$ cat config.mk
export PLATFORM = sky130hd
export DESIGN_NAME = uart_rx_param
export DESIGN_NICKNAME = d
export VERILOG_FILES = /design/src/rtl/uart_rx_param.sv
export SDC_FILE = /design/constraint.sdc
export NUM_CORES = 1
export LEC_CHECK = 0
export BUFFER_PORTS_ARGS = -buffer_cell sky130_fd_sc_hd__buf_4
export CORE_MARGIN = 2
export CORE_UTILIZATION = 40
export DETAILED_ROUTE_END_ITERATION = 10
export SYNTH_ARGS = -nofsm -noshare
export SYNTH_HDL_FRONTEND = slang
export SYNTH_SLANG_ARGS = --single-unit
export TNS_END_PERCENT = 10
$ cat constraint.sdc
create_clock -name clk -period 2.67 [get_ports clk]
set_input_delay 0.1335 -clock clk [delete_from_list [all_inputs] [get_ports clk]]
set_output_delay 0.1335 -clock clk [all_outputs]
set_load 0.1 [all_outputs]
$ cat src/rtl/uart_rx_param.sv
// Oversampling UART receiver with parity, 1/2 stop bits, false-start rejection,
// break handling and a valid/ready output holding register.
//   state | meaning
//   IDLE  | waiting for a falling edge on the synchronised line
//   START | checking the start bit at its midpoint
//   DATA  | shifting in data bits, LSB first
//   PAR   | sampling the parity bit
//   STOP  | sampling the stop bit(s)
//   BRK   | line held low after a framing error; wait for it to go high
module uart_rx_param #(
    parameter int CLKS_PER_BIT = 16,
    parameter int DATA_BITS    = 8,
    parameter int PARITY       = 0,
    parameter int STOP_BITS    = 1,
    parameter int SYNC_STAGES  = 2
) (
    input  logic                 clk,
    input  logic                 rst,
    input  logic                 rx_in,
    output logic [DATA_BITS-1:0] rx_data,
    output logic                 rx_valid,
    input  logic                 rx_ready,
    output logic                 parity_err,
    output logic                 frame_err,
    output logic                 overrun,
    output logic                 busy
);

    localparam int CW = $clog2(CLKS_PER_BIT);
    localparam logic [CW-1:0] MID  = CW'(CLKS_PER_BIT / 2 - 1);
    localparam logic [CW-1:0] LAST = CW'(CLKS_PER_BIT - 1);

    typedef enum logic [2:0] {IDLE, START, DATA, PAR, STOP, BRK} state_t;

    logic [SYNC_STAGES-1:0] sync;
    logic                   rx_s;
    logic                   rx_p;
    state_t                 state;
    logic [CW-1:0]          cyc_cnt;
    logic [3:0]             bit_cnt;
    logic [DATA_BITS-1:0]   shreg;
    logic                   par_fail;
    logic                   stop_fail;
    logic                   tick;

    assign rx_s = sync[SYNC_STAGES-1];
    assign tick = (cyc_cnt == LAST);
    assign busy = (state != IDLE);

    always_ff @(posedge clk) begin
        if (!rst) begin
            sync       <= '1;
            rx_p       <= 1'b1;
            state      <= IDLE;
            cyc_cnt    <= '0;
            bit_cnt    <= '0;
            shreg      <= '0;
            par_fail   <= 1'b0;
            stop_fail  <= 1'b0;
            rx_data    <= '0;
            rx_valid   <= 1'b0;
            parity_err <= 1'b0;
            frame_err  <= 1'b0;
            overrun    <= 1'b0;
        end else begin
            sync    <= {sync[SYNC_STAGES-2:0], rx_in};
            rx_p    <= rx_s;
            overrun <= 1'b0;
            if (rx_valid && rx_ready)
                rx_valid <= 1'b0;

            case (state)
                IDLE: begin
                    if (rx_p && !rx_s) begin
                        state   <= START;
                        cyc_cnt <= '0;
                    end
                end
                START: begin
                    if (cyc_cnt == MID) begin
                        cyc_cnt   <= '0;
                        bit_cnt   <= '0;
                        par_fail  <= 1'b0;
                        stop_fail <= 1'b0;
                        state     <= rx_s ? IDLE : DATA;
                    end else begin
                        cyc_cnt <= cyc_cnt + 1'b1;
                    end
                end
                DATA: begin
                    if (tick) begin
                        cyc_cnt <= '0;
                        shreg   <= {rx_s, shreg[DATA_BITS-1:1]};
                        if (bit_cnt == 4'(DATA_BITS - 1)) begin
                            bit_cnt <= '0;
                            state   <= (PARITY != 0) ? PAR : STOP;
                        end else begin
                            bit_cnt <= bit_cnt + 1'b1;
                        end
                    end else begin
                        cyc_cnt <= cyc_cnt + 1'b1;
                    end
                end
                PAR: begin
                    if (tick) begin
                        cyc_cnt  <= '0;
                        par_fail <= (PARITY == 1) ? !(^shreg ^ rx_s) : (^shreg ^ rx_s);
                        state    <= STOP;
                    end else begin
                        cyc_cnt <= cyc_cnt + 1'b1;
                    end
                end
                STOP: begin
                    if (tick) begin
                        cyc_cnt <= '0;
                        if (bit_cnt == 4'(STOP_BITS - 1)) begin
                            // Final stop midpoint: hand the word over and re-arm.
                            if (!rx_valid || rx_ready) begin
                                rx_data    <= shreg;
                                parity_err <= par_fail;
                                frame_err  <= stop_fail | !rx_s;
                                rx_valid   <= 1'b1;
                            end else begin
                                overrun <= 1'b1;
                            end
                            bit_cnt <= '0;
                            state   <= rx_s ? IDLE : BRK;
                        end else begin
                            bit_cnt   <= bit_cnt + 1'b1;
                            stop_fail <= stop_fail | !rx_s;
                        end
                    end else begin
                        cyc_cnt <= cyc_cnt + 1'b1;
                    end
                end
                BRK: begin
                    if (rx_s)
                        state <= IDLE;
                end
                default: state <= IDLE;
            endcase
        end
    end

endmodule
==> flow_summary.ini <==
[outcome]
status = finished, final reports clean

[power]
clkPwrFrac = 0.405
p_int_uw = 867.2
power_density_mw_per_mm2 = 578.8
p_leak_nw = 0.7401
irDropWorstVdd_uv = 193.0
seq_power_share = 0.487
switchingPower_uw = 285.0
combPwrFrac = 0.107
sw_frac_of_total = 0.2474

[synth]
synth_edf_count = 0
synth_cell_type_count = 39
ys_async_sr_fraction = 0
synth_nets = 206
syn_inst = 199
ys.flop_type = dfxtp_1
synth-warning-count = 0
netlist_area_mm2 = 0.001678
yosysMostFrequentCell = dfxtp_1
synth_top_area_frac = 0.4295
synthTopCellsByCount = 36 x dfxtp_1, 23 x nor2_1, 19 x nand2_1, 18 x a21oi_1, 13 x nand3_1
yosysSeqAreaShare = 0.4295
synth-seq-cells = 36
synth_area_per_cell_um2 = 8.431
yosysTopAreaCell = dfxtp_1
synth_area_leaders = dfxtp_1 43%, mux2i_1 6.0%, a21oi_1 5.4%

[timing]
tns_ns = 0
hold_viol_final = 0
drv_slew = 0
min_period_ns = 1.961
timing.slew.headroom = 0.5398
rsz0062_at_grt = no
fin_ws_ns = 0.7086
fmax_ghz = 0.5098
final.period_utilization = 0.7346
fin_skew_ns = 0.002588
finalSetupViolCount = 0
max_slew.worst_pin.slew_ns = 0.6895

[clock_tree]
cts_root_buf = clkbuf_8
cts_tree = built
clk_pin_slew_ns = 0.07
post_cts_buffers = 0
cts_resized = 0
cts_buffers = 5
cts_buffer_depth = 2
clock-sinks = 36
clk_latency_ns = 0.29
ctsHoldBuffers = 0
htreeDepth = 2

[routing]
ant_nets = 0
drt_iter0_drc = 84
firstDrtPassIters = 4
drc = 0
num_vias = 1384
vias_per_cell = 5.107
drt_wl_total_mm = 3.368
wl_per_cell_um = 12.43

[worst_setup_path]
criticalPathCategory = reg -> reg
critPathBufInv = 2
cp.arrival_ns = 2.14
worst_setup_path_start_kind = flip-flop
rrSetupSlack_ns = 0.71
cp_slowest_cell = or3b_1
worstPathRequired_ns = 2.84
cp_cell_sequence = inv_1, ha_1, or3b_1, a22oi_1, buf_4, o21a_1, o311a_1, o21ai_1
crit_fanout = 5
cp_top_family = compound AO/OA/AOI/OAI gates
slowest_delay_ns = 0.45
worst_setup_path_end_kind = flip-flop

[layout]
fin_nets = 227
area_growth_pct = 18.64
diodes = 0
drive_gt1_frac = 0.1538

[die]
die_h_um = 68.77
die_area_mm2 = 0.004729
core_area_mm2 = 0.004029
initial_core_util = 0.4165
fp.dieW_um = 68.77
rows = 23
io_pins = 17

[global_routing]
grt_usage = 0.1583
grt-ovfl-total = 0
grt_pass1_wl_mm = 5.464
first_global_vias = 1182
grt_antenna_before_repair = 0
grt_max_degree = 23

[placement]
portBuffers = 16
routabilityCongestion = 0.7667
preCtsSetupSlack_ns = 0.7445
hpwlAfterDp_mm = 2.394

[run]
drv_cap = 0

[hold_path]
hold_path.class = in -> reg
==> stage by stage <==
step | total power [mW] | hold WS, ns | util | std cells | area, um2
final | 1.152 | 0.02908 | 0.4941 | 271 | 1991
after floorplan | 0.6722 | 0.2065 | - | 199 | 1678
after global routing | 1.208 | 0.01490 | 0.4941 | 271 | 1991
after detailed placement | 0.6976 | 0.3272 | 0.4674 | 263 | 1883
after global placement | 0.6982 | 0.3176 | 0.4674 | 263 | 1883
after CTS | 1.167 | 0.02509 | 0.4941 | 271 | 1991
==> state kept, by name, indices dropped and copies added, names as in the netlist <==
name        cells
sync            2
rx_valid        1
bit_cnt         4
parity_err      1
stop_fail       1
shreg           8
par_fail        1
frame_err       1
cyc_cnt         4
rx_data         8
state           3
overrun         1
rx_p            1
==> cell type report <==
class                           count  area, um2
Fill cell                         403       2038
Multi-Input combinational cell    145      889.6
Sequential cell                    36      720.7
Timing Repair Buffer               24      180.2
Clock buffer                        6      72.57
Tap cell                           50      62.56
Clock inverter                      2      35.03
Inverter                            8      30.03
==> per-layer routing <==
metal | up-vias | wire length (um) | GRT usage
li1 | 735 | - | -
met1 | 612 | 1742 | 0.2126
met2 | 34 | 1419 | 0.2344
met3 | 3 | 190 | 0.05844
met4 | 0 | 16 | 0.05147
met5 | - | 0 | 0
==> path summary, 6_finish.rpt <==
| check | from | end | cells past startpoint |
|---|---|---|---|
| setup / recovery | bit_cnt[0] | state[2] | 8 |
| hold / removal | rx_in | sync[0] | 2 |
| setup reg to reg | bit_cnt[0] | state[2] | 8 |
| hold reg to reg | sync[0] | sync[1] | 1 |
==> worst register-to-register path, delay by kind of cell, from the launching register on <==
family,cells,cell delay [ns]
compound gates,4,0.68
fa+ha+maj,1,0.12
buf+inv,2,0.24
flops,1,0.35
simple gates,1,0.45
==> power groups by stage <==
stage / combinational [mW] / clock (mW) / sequential (mW)
after floorplan: 0.108 / 0 / 0.564
final: 0.124 / 0.467 / 0.561
after detailed placement: 0.124 / 0 / 0.574
after global placement: 0.125 / 0 / 0.573
after global routing: 0.136 / 0.508 / 0.564
after CTS: 0.125 / 0.481 / 0.561
==> kinds of logic (layout without fill, tap and decap cells) <==
kind of cell,after synthesis,in the layout,synth area share
adders and majority gates,3,3,0.02237
buffers and inverters,18,40,0.04400
xor gates and xnor gates,9,9,0.04698
muxes,10,10,0.05966
DFF,36,36,0.4295
and+or+nand+nor,85,85,0.2565
AOI/OAI and AO/OA,38,38,0.1410
==> cells in the final DEF (no fill, tap or decap), types with 5 or more instances in the layout <==
cell,synthesis,final
a21oi_1,18,18
clkbuf_8,0,5
nor2_1,23,23
nand2_1,19,19
nand2b_1,5,5
mux2i_1,10,10
dfxtp_1,36,36
nor2b_1,5,5
buf_4,0,24
xnor2_1,7,7
nand3_1,13,13
o21ai_1,6,6
inv_1,8,8
No activity file was read; power rests on OpenSTA's default activity.
